## src/rtl/mips_isa_pkg.sv

```systemverilog
// Shared MIPS instruction-set constants, field positions and the word packer.
// Used by the encoder datapath; the decoder side reads the same field map.
package mips_isa_pkg;

  typedef enum logic [1:0] {
    FMT_R    = 2'b00,
    FMT_I    = 2'b01,
    FMT_J    = 2'b10,
    FMT_RSVD = 2'b11
  } fmt_t;

  localparam int OP_HI     = 31;
  localparam int OP_LO     = 26;
  localparam int RS_HI     = 25;
  localparam int RS_LO     = 21;
  localparam int RT_HI     = 20;
  localparam int RT_LO     = 16;
  localparam int RD_HI     = 15;
  localparam int RD_LO     = 11;
  localparam int SHAMT_HI  = 10;
  localparam int SHAMT_LO  = 6;
  localparam int FUNC_HI   = 5;
  localparam int FUNC_LO   = 0;
  localparam int IMM_HI    = 15;
  localparam int IMM_LO    = 0;
  localparam int TARGET_HI = 25;
  localparam int TARGET_LO = 0;

  localparam logic [5:0] OP_RTYPE = 6'h00;
  localparam logic [5:0] OP_LW    = 6'h23;
  localparam logic [5:0] OP_SW    = 6'h2b;
  localparam logic [5:0] OP_BEQ   = 6'h04;
  localparam logic [5:0] OP_J     = 6'h02;
  localparam logic [5:0] FUNC_ADD = 6'h20;

  typedef struct packed {
    logic [5:0]  op;
    logic [4:0]  rs;
    logic [4:0]  rt;
    logic [4:0]  rd;
    logic [4:0]  shamt;
    logic [5:0]  func;
    logic [15:0] imm16;
    logic [25:0] target;
  } fields_t;

  typedef logic [31:0] word_t;

  // Reserved format packs to zero; the caller is expected to drop it.
  function automatic word_t encode(fmt_t fmt, fields_t f);
    word_t w;
    w = '0;
    case (fmt)
      FMT_R: begin
        w[OP_HI:OP_LO]       = f.op;
        w[RS_HI:RS_LO]       = f.rs;
        w[RT_HI:RT_LO]       = f.rt;
        w[RD_HI:RD_LO]       = f.rd;
        w[SHAMT_HI:SHAMT_LO] = f.shamt;
        w[FUNC_HI:FUNC_LO]   = f.func;
      end
      FMT_I: begin
        w[OP_HI:OP_LO]   = f.op;
        w[RS_HI:RS_LO]   = f.rs;
        w[RT_HI:RT_LO]   = f.rt;
        w[IMM_HI:IMM_LO] = f.imm16;
      end
      FMT_J: begin
        w[OP_HI:OP_LO]         = f.op;
        w[TARGET_HI:TARGET_LO] = f.target;
      end
      FMT_RSVD: w = '0;
    endcase
    return w;
  endfunction

endpackage

```

## src/rtl/instr_pack.sv

```systemverilog
// Combinational R/I/J packer: field tuple in, 32-bit word and reserved flag out.
// Latency: zero (pure logic). Backpressure: none, it never stalls.
module instr_pack
  import mips_isa_pkg::*;
(
  input  fmt_t        fmt,
  input  fields_t     fields,
  output logic [31:0] word,
  output logic        rsvd
);

  always_comb begin
    word = encode(fmt, fields);
    rsvd = (fmt == FMT_RSVD);
  end

endmodule

```

## src/rtl/instr_encoder.sv

```systemverilog
// Streaming MIPS field-tuple encoder that loads words into instruction memory.
// Latency: accept-to-write 1 cycle, one write per cycle when fed back-to-back.
// Backpressure: in_ready low outside LOAD, during start, or once DEPTH words are written.
module instr_encoder
  import mips_isa_pkg::*;
#(
  parameter int          DEPTH     = 1024,
  parameter logic [31:0] BASE_ADDR = 32'h0000_0000
) (
  input  logic                         clk,
  input  logic                         rst,
  input  logic                         start,
  input  logic                         in_valid,
  output logic                         in_ready,
  input  logic [1:0]                   fmt,
  input  logic [5:0]                   op,
  input  logic [4:0]                   rs,
  input  logic [4:0]                   rt,
  input  logic [4:0]                   rd,
  input  logic [4:0]                   shamt,
  input  logic [5:0]                   func,
  input  logic [15:0]                  imm16,
  input  logic [25:0]                  target,
  input  logic                         last,
  output logic                         mem_we,
  output logic [31:0]                  mem_addr,
  output logic [31:0]                  mem_wdata,
  output logic [$clog2(DEPTH+1)-1:0]   count,
  output logic                         busy,
  output logic                         done,
  output logic                         err
);

  localparam int             CW      = $clog2(DEPTH + 1);
  localparam logic [CW-1:0]  DEPTH_C = CW'(DEPTH);

  typedef enum logic [1:0] {
    IDLE = 2'b00,
    LOAD = 2'b01,
    DONE = 2'b10
  } state_t;

  state_t        state;
  fields_t       fields;
  logic [31:0]   pack_word;
  logic          pack_rsvd;
  logic          accept;
  logic [CW-1:0] count_inc;

  assign fields = '{op: op, rs: rs, rt: rt, rd: rd, shamt: shamt,
                    func: func, imm16: imm16, target: target};

  instr_pack u_pack (
    .fmt    (fmt_t'(fmt)),
    .fields (fields),
    .word   (pack_word),
    .rsvd   (pack_rsvd)
  );

  assign busy      = (state == LOAD);
  assign done      = (state == DONE);
  assign in_ready  = busy && !start && (count < DEPTH_C);
  assign accept    = in_valid && in_ready;
  assign count_inc = count + CW'(1);

  // start outranks any same-cycle handshake; a write registered on the
  // previous edge has already reached mem_we and is left alone.
  always_ff @(posedge clk or posedge rst) begin
    if (rst) begin
      state     <= IDLE;
      count     <= '0;
      err       <= 1'b0;
      mem_we    <= 1'b0;
      mem_addr  <= '0;
      mem_wdata <= '0;
    end else begin
      mem_we <= 1'b0;
      if (start) begin
        state <= LOAD;
        count <= '0;
        err   <= 1'b0;
      end else if (accept) begin
        if (pack_rsvd) begin
          err <= 1'b1;
          if (last) state <= DONE;
        end else begin
          mem_we    <= 1'b1;
          mem_addr  <= BASE_ADDR + (32'(count) << 2);
          mem_wdata <= pack_word;
          count     <= count_inc;
          if (last || (count_inc == DEPTH_C)) state <= DONE;
        end
      end
    end
  end

endmodule

```

## config.mk

```make
export PLATFORM = sky130hd
export DESIGN_NAME = instr_encoder
export DESIGN_NICKNAME = d
export VERILOG_FILES = /design/src/rtl/mips_isa_pkg.sv /design/src/rtl/instr_pack.sv /design/src/rtl/instr_encoder.sv
export SDC_FILE = /design/constraint.sdc
export NUM_CORES = 1
export LEC_CHECK = 0
export BUFFER_PORTS_ARGS = -buffer_cell sky130_fd_sc_hd__buf_2
export CELL_PAD_IN_SITES_DETAIL_PLACEMENT = 0
export CELL_PAD_IN_SITES_GLOBAL_PLACEMENT = 1
export CORE_MARGIN = 1.5
export CORE_UTILIZATION = 32
export DETAILED_ROUTE_END_ITERATION = 7
export GPL_TIMING_DRIVEN = 0
export PLACE_DENSITY = 0.81
export SYNTH_ARGS = -nofsm -noshare
export SYNTH_HDL_FRONTEND = slang
export SYNTH_SLANG_ARGS = --single-unit
```

## constraint.sdc

```tcl
create_clock -name clk -period 2.07 [get_ports clk]
set_input_delay 0.5175 -clock clk [delete_from_list [all_inputs] [get_ports clk]]
set_output_delay 0.5175 -clock clk [all_outputs]
set_load 0.01 [all_outputs]
```

==> flow_metrics.tcl <==
set metrics [dict create \
    status "complete, no violations" \
    slew_violations 0 \
    slew_headroom 0.4602 \
    critPathRequiredTime_ns 2.34 \
    cts_made_buffers 9 \
    htreeDepth 3 \
    async_flop_share 1.000 \
    fmax_mhz 510.1 \
    area_growth_pct 39.00 \
    routabilityCongestion 0.7950 \
    stdcell_count 650 \
    cts_tree "built" \
    grt_usage 0.1752 \
    drc 0 \
    synthesis.area_um2 3042 \
    power.density_nw_per_um2 781.5 \
    cts_root_buf "clkbuf_8" \
    ys_top_cells_by_count "70 x nand2_1, 58 x dfrtp_1, 48 x nor2_1, 21 x buf_4" \
    io_pins 161 \
    swShare 0.2879 \
    pwr-share-seq 0.419 \
    met3_usage 0.04092 \
    crit_family "simple AND/OR/NAND/NOR gates" \
    wire_per_inst_um 13.35 \
    drive_gt1_frac 0.3685 \
    met1_usage 0.2114 \
    slowest_stage "or4_1" \
    rsz0062_at_grt "no" \
    multi_input_area_um2 1345 \
    cp_max_fo 10 \
    grt_pass1_wl_um 13760 \
    synth_edf_count 0 \
    hold_buffers 0 \
    total_power_uw 3304 \
    clock_power_share 0.363 \
    grt_max_degree 38 \
    num_rows 35 \
    critical_path_class "flip-flop to flip-flop" \
    cp-startpoint "count[10]" \
    period_needed_ns 1.960 \
    slowest_delay_ns 0.47 \
    dpl_worst_slack_ns -0.2758 \
    avgSynthCellArea_um2 8.766 \
    worst_pin_slew_ns 0.8085 \
    insertedDiodeCount 0 \
    via_per_inst 4.580 \
    top_usage_layer "met2" \
    cap_violations 0 \
    initial_core_util 0.3292 \
    crit_buf_inv 2 \
    setup_viol 0 \
    antenna_found_initial 0 \
    yosysMostFrequentCell "nand2_1" \
    hold_ws_ns 0.3365 \
    yosys.area.top_type "dfrtp_1" \
    synth_cell_types 43 \
    use_met2 0.3009 \
    fin_nets 601 \
    cts_sinks 58 \
    critPathLaunchType "flip-flop" \
    first_pass_iters 4 \
    synthTopCellsByArea "dfrtp_1 48%, nand2_1 8.6%, nor2_1 5.9%" \
    portBuffers 138 \
    final_antenna_net_count 0 \
    power_frac_comb 0.218 \
    design_area_um2 4228 \
    regArea_um2 1451 \
    die_h_um 100.5 \
    skew_ns 0.007061 \
    core-area_um2 9240 \
    insertion_delay_ns 0.34 \
    grt_pass1_vias 2898 \
    clk_path_buf_depth 2 \
    synthFlopType "dfrtp_1" \
    ys_seq_elements 58 \
    fill_cells 974 \
    period_share 0.9470 \
    dp_hpwl_um 6722 \
    grt_overflow 0 \
    ys_warn_count 0 \
    die_w_um 100.5 \
    drtIter0Drc 90 \
    reg2reg_from "count[10]" \
    cpMostUsedCell "buf_6" \
    seq_area_frac_synth 0.4772 \
    p_sw_uw 951.4 \
    peakVddDrop_mv 0.3921 \
    netlist_instances 347 \
    synth_top_area_frac 0.4772 \
    wl_um 8677 \
    cp.arrival_ns 2.23 \
    end_kind "flip-flop" \
    postPlaceCellArea_um2 3996 \
    placed_cells 635 \
    hold_path_class "input pin to asynchronous set/reset pin" \
    worstPathCellList "buf_6 -> nand4bb_4 -> buf_6 -> or3_4 -> or4_1 -> a21oi_1" \
    dieArea_um2 10100 \
    internal_power_uw 2353 \
    hold_viol_final 0 \
    rrSetupSlack_ns 0.11 \
    p_leak_uw 0.002191 \
    fin_ws_ns 0.1098 \
    cts.clk_slew.worst_paths_ns 0.07 \
    vias 2977 \
]
==> registers in the layout (all words and copies together), names as in the netlist <==
name,flops
mem_wdata,32
count,11
mem_addr,11
state,2
err,1
mem_we,1
==> area by class of cell <==
cell class	instances	area share
clock buffers	12	0.03670
flip-flops and latches	58	0.3433
plain buffers	48	0.07014
repair buffers	139	0.1699
well taps	129	0.03818
multi-input cells	253	0.3181
clock inverters	4	0.01746
inverters	7	0.006215
==> metal layers <==
metal  up-vias  share of wire
li1       1475              -
met1      1362           0.43
met2       125           0.48
met3        15          0.067
met4         0          0.019
met5         -              0
==> cells by family (layout without fill, tap and decap cells) <==
| family | after synthesis | after routing | synth area share |
|---|---|---|---|
| flip-flops | 58 | 58 | 0.4772 |
| adder cells (fa/ha/maj) | 4 | 4 | 0.01645 |
| XOR/XNOR | 8 | 8 | 0.02304 |
| AO/OA/AOI/OAI | 75 | 75 | 0.1617 |
| other | 1 | 21 | 0.001233 |
| AND/OR/NAND/NOR | 145 | 145 | 0.2135 |
| buffers and inverters | 56 | 210 | 0.1069 |
==> power by group through the flow <==
stage               clock, µW  combinational (µW)  sequential (µW)
global placement            0                 711             1400
CTS                      1240                 730             1390
floorplan                   0                 319             1470
global route             1280                 801             1400
detailed placement          0                 730             1410
finish                   1200                 719             1380
==> final timing paths <==
check	endpoint	depth (start not counted)
setup reg to reg	count[9]	6
setup / recovery	count[9]	6
hold reg to reg	mem_wdata[29]	2
max in group asynchronous	mem_wdata[5]	3
hold / removal	mem_addr[7]	2
min in group clk	mem_wdata[29]	3
==> cell usage in the layout, fill, tap and decap left out, types with 5 or more instances in the layout <==
cell	instances
a21oi_1	19
a221oi_1	10
a22oi_1	16
buf_2	140
buf_4	21
clkbuf_1	18
clkbuf_8	12
conb_1	21
dfrtp_1	58
inv_1	5
nand2_1	70
nor2_1	48
o21ai_0	19
xnor2_1	8
==> worst register-to-register path, delay by kind of cell, from the launching register on <==
family | cells | cell delay, ns
buffers and inverters | 2 | 0.31
DFF | 1 | 0.39
and+or+nand+nor | 3 | 1.06
AOI/OAI and AO/OA | 1 | 0.14
==> metrics by stage <==
stage / util / setup TNS (ns)
6_report: 0.4575 / 0
5_1_grt: 0.4575 / 0
4_1_cts: 0.4570 / 0
3_5_place_dp: 0.4325 / -8.690
3_3_place_gp: 0.4295 / -39.19
2_1_floorplan: - / 0
==> what timing repair did <==
action / 4_1_cts / 5_1_grt
setup endpoints to repair: 20 / 12
buffers inserted: 0 / 0
resized for setup: 1 / 1
No activity file was read; power rests on OpenSTA's default activity.
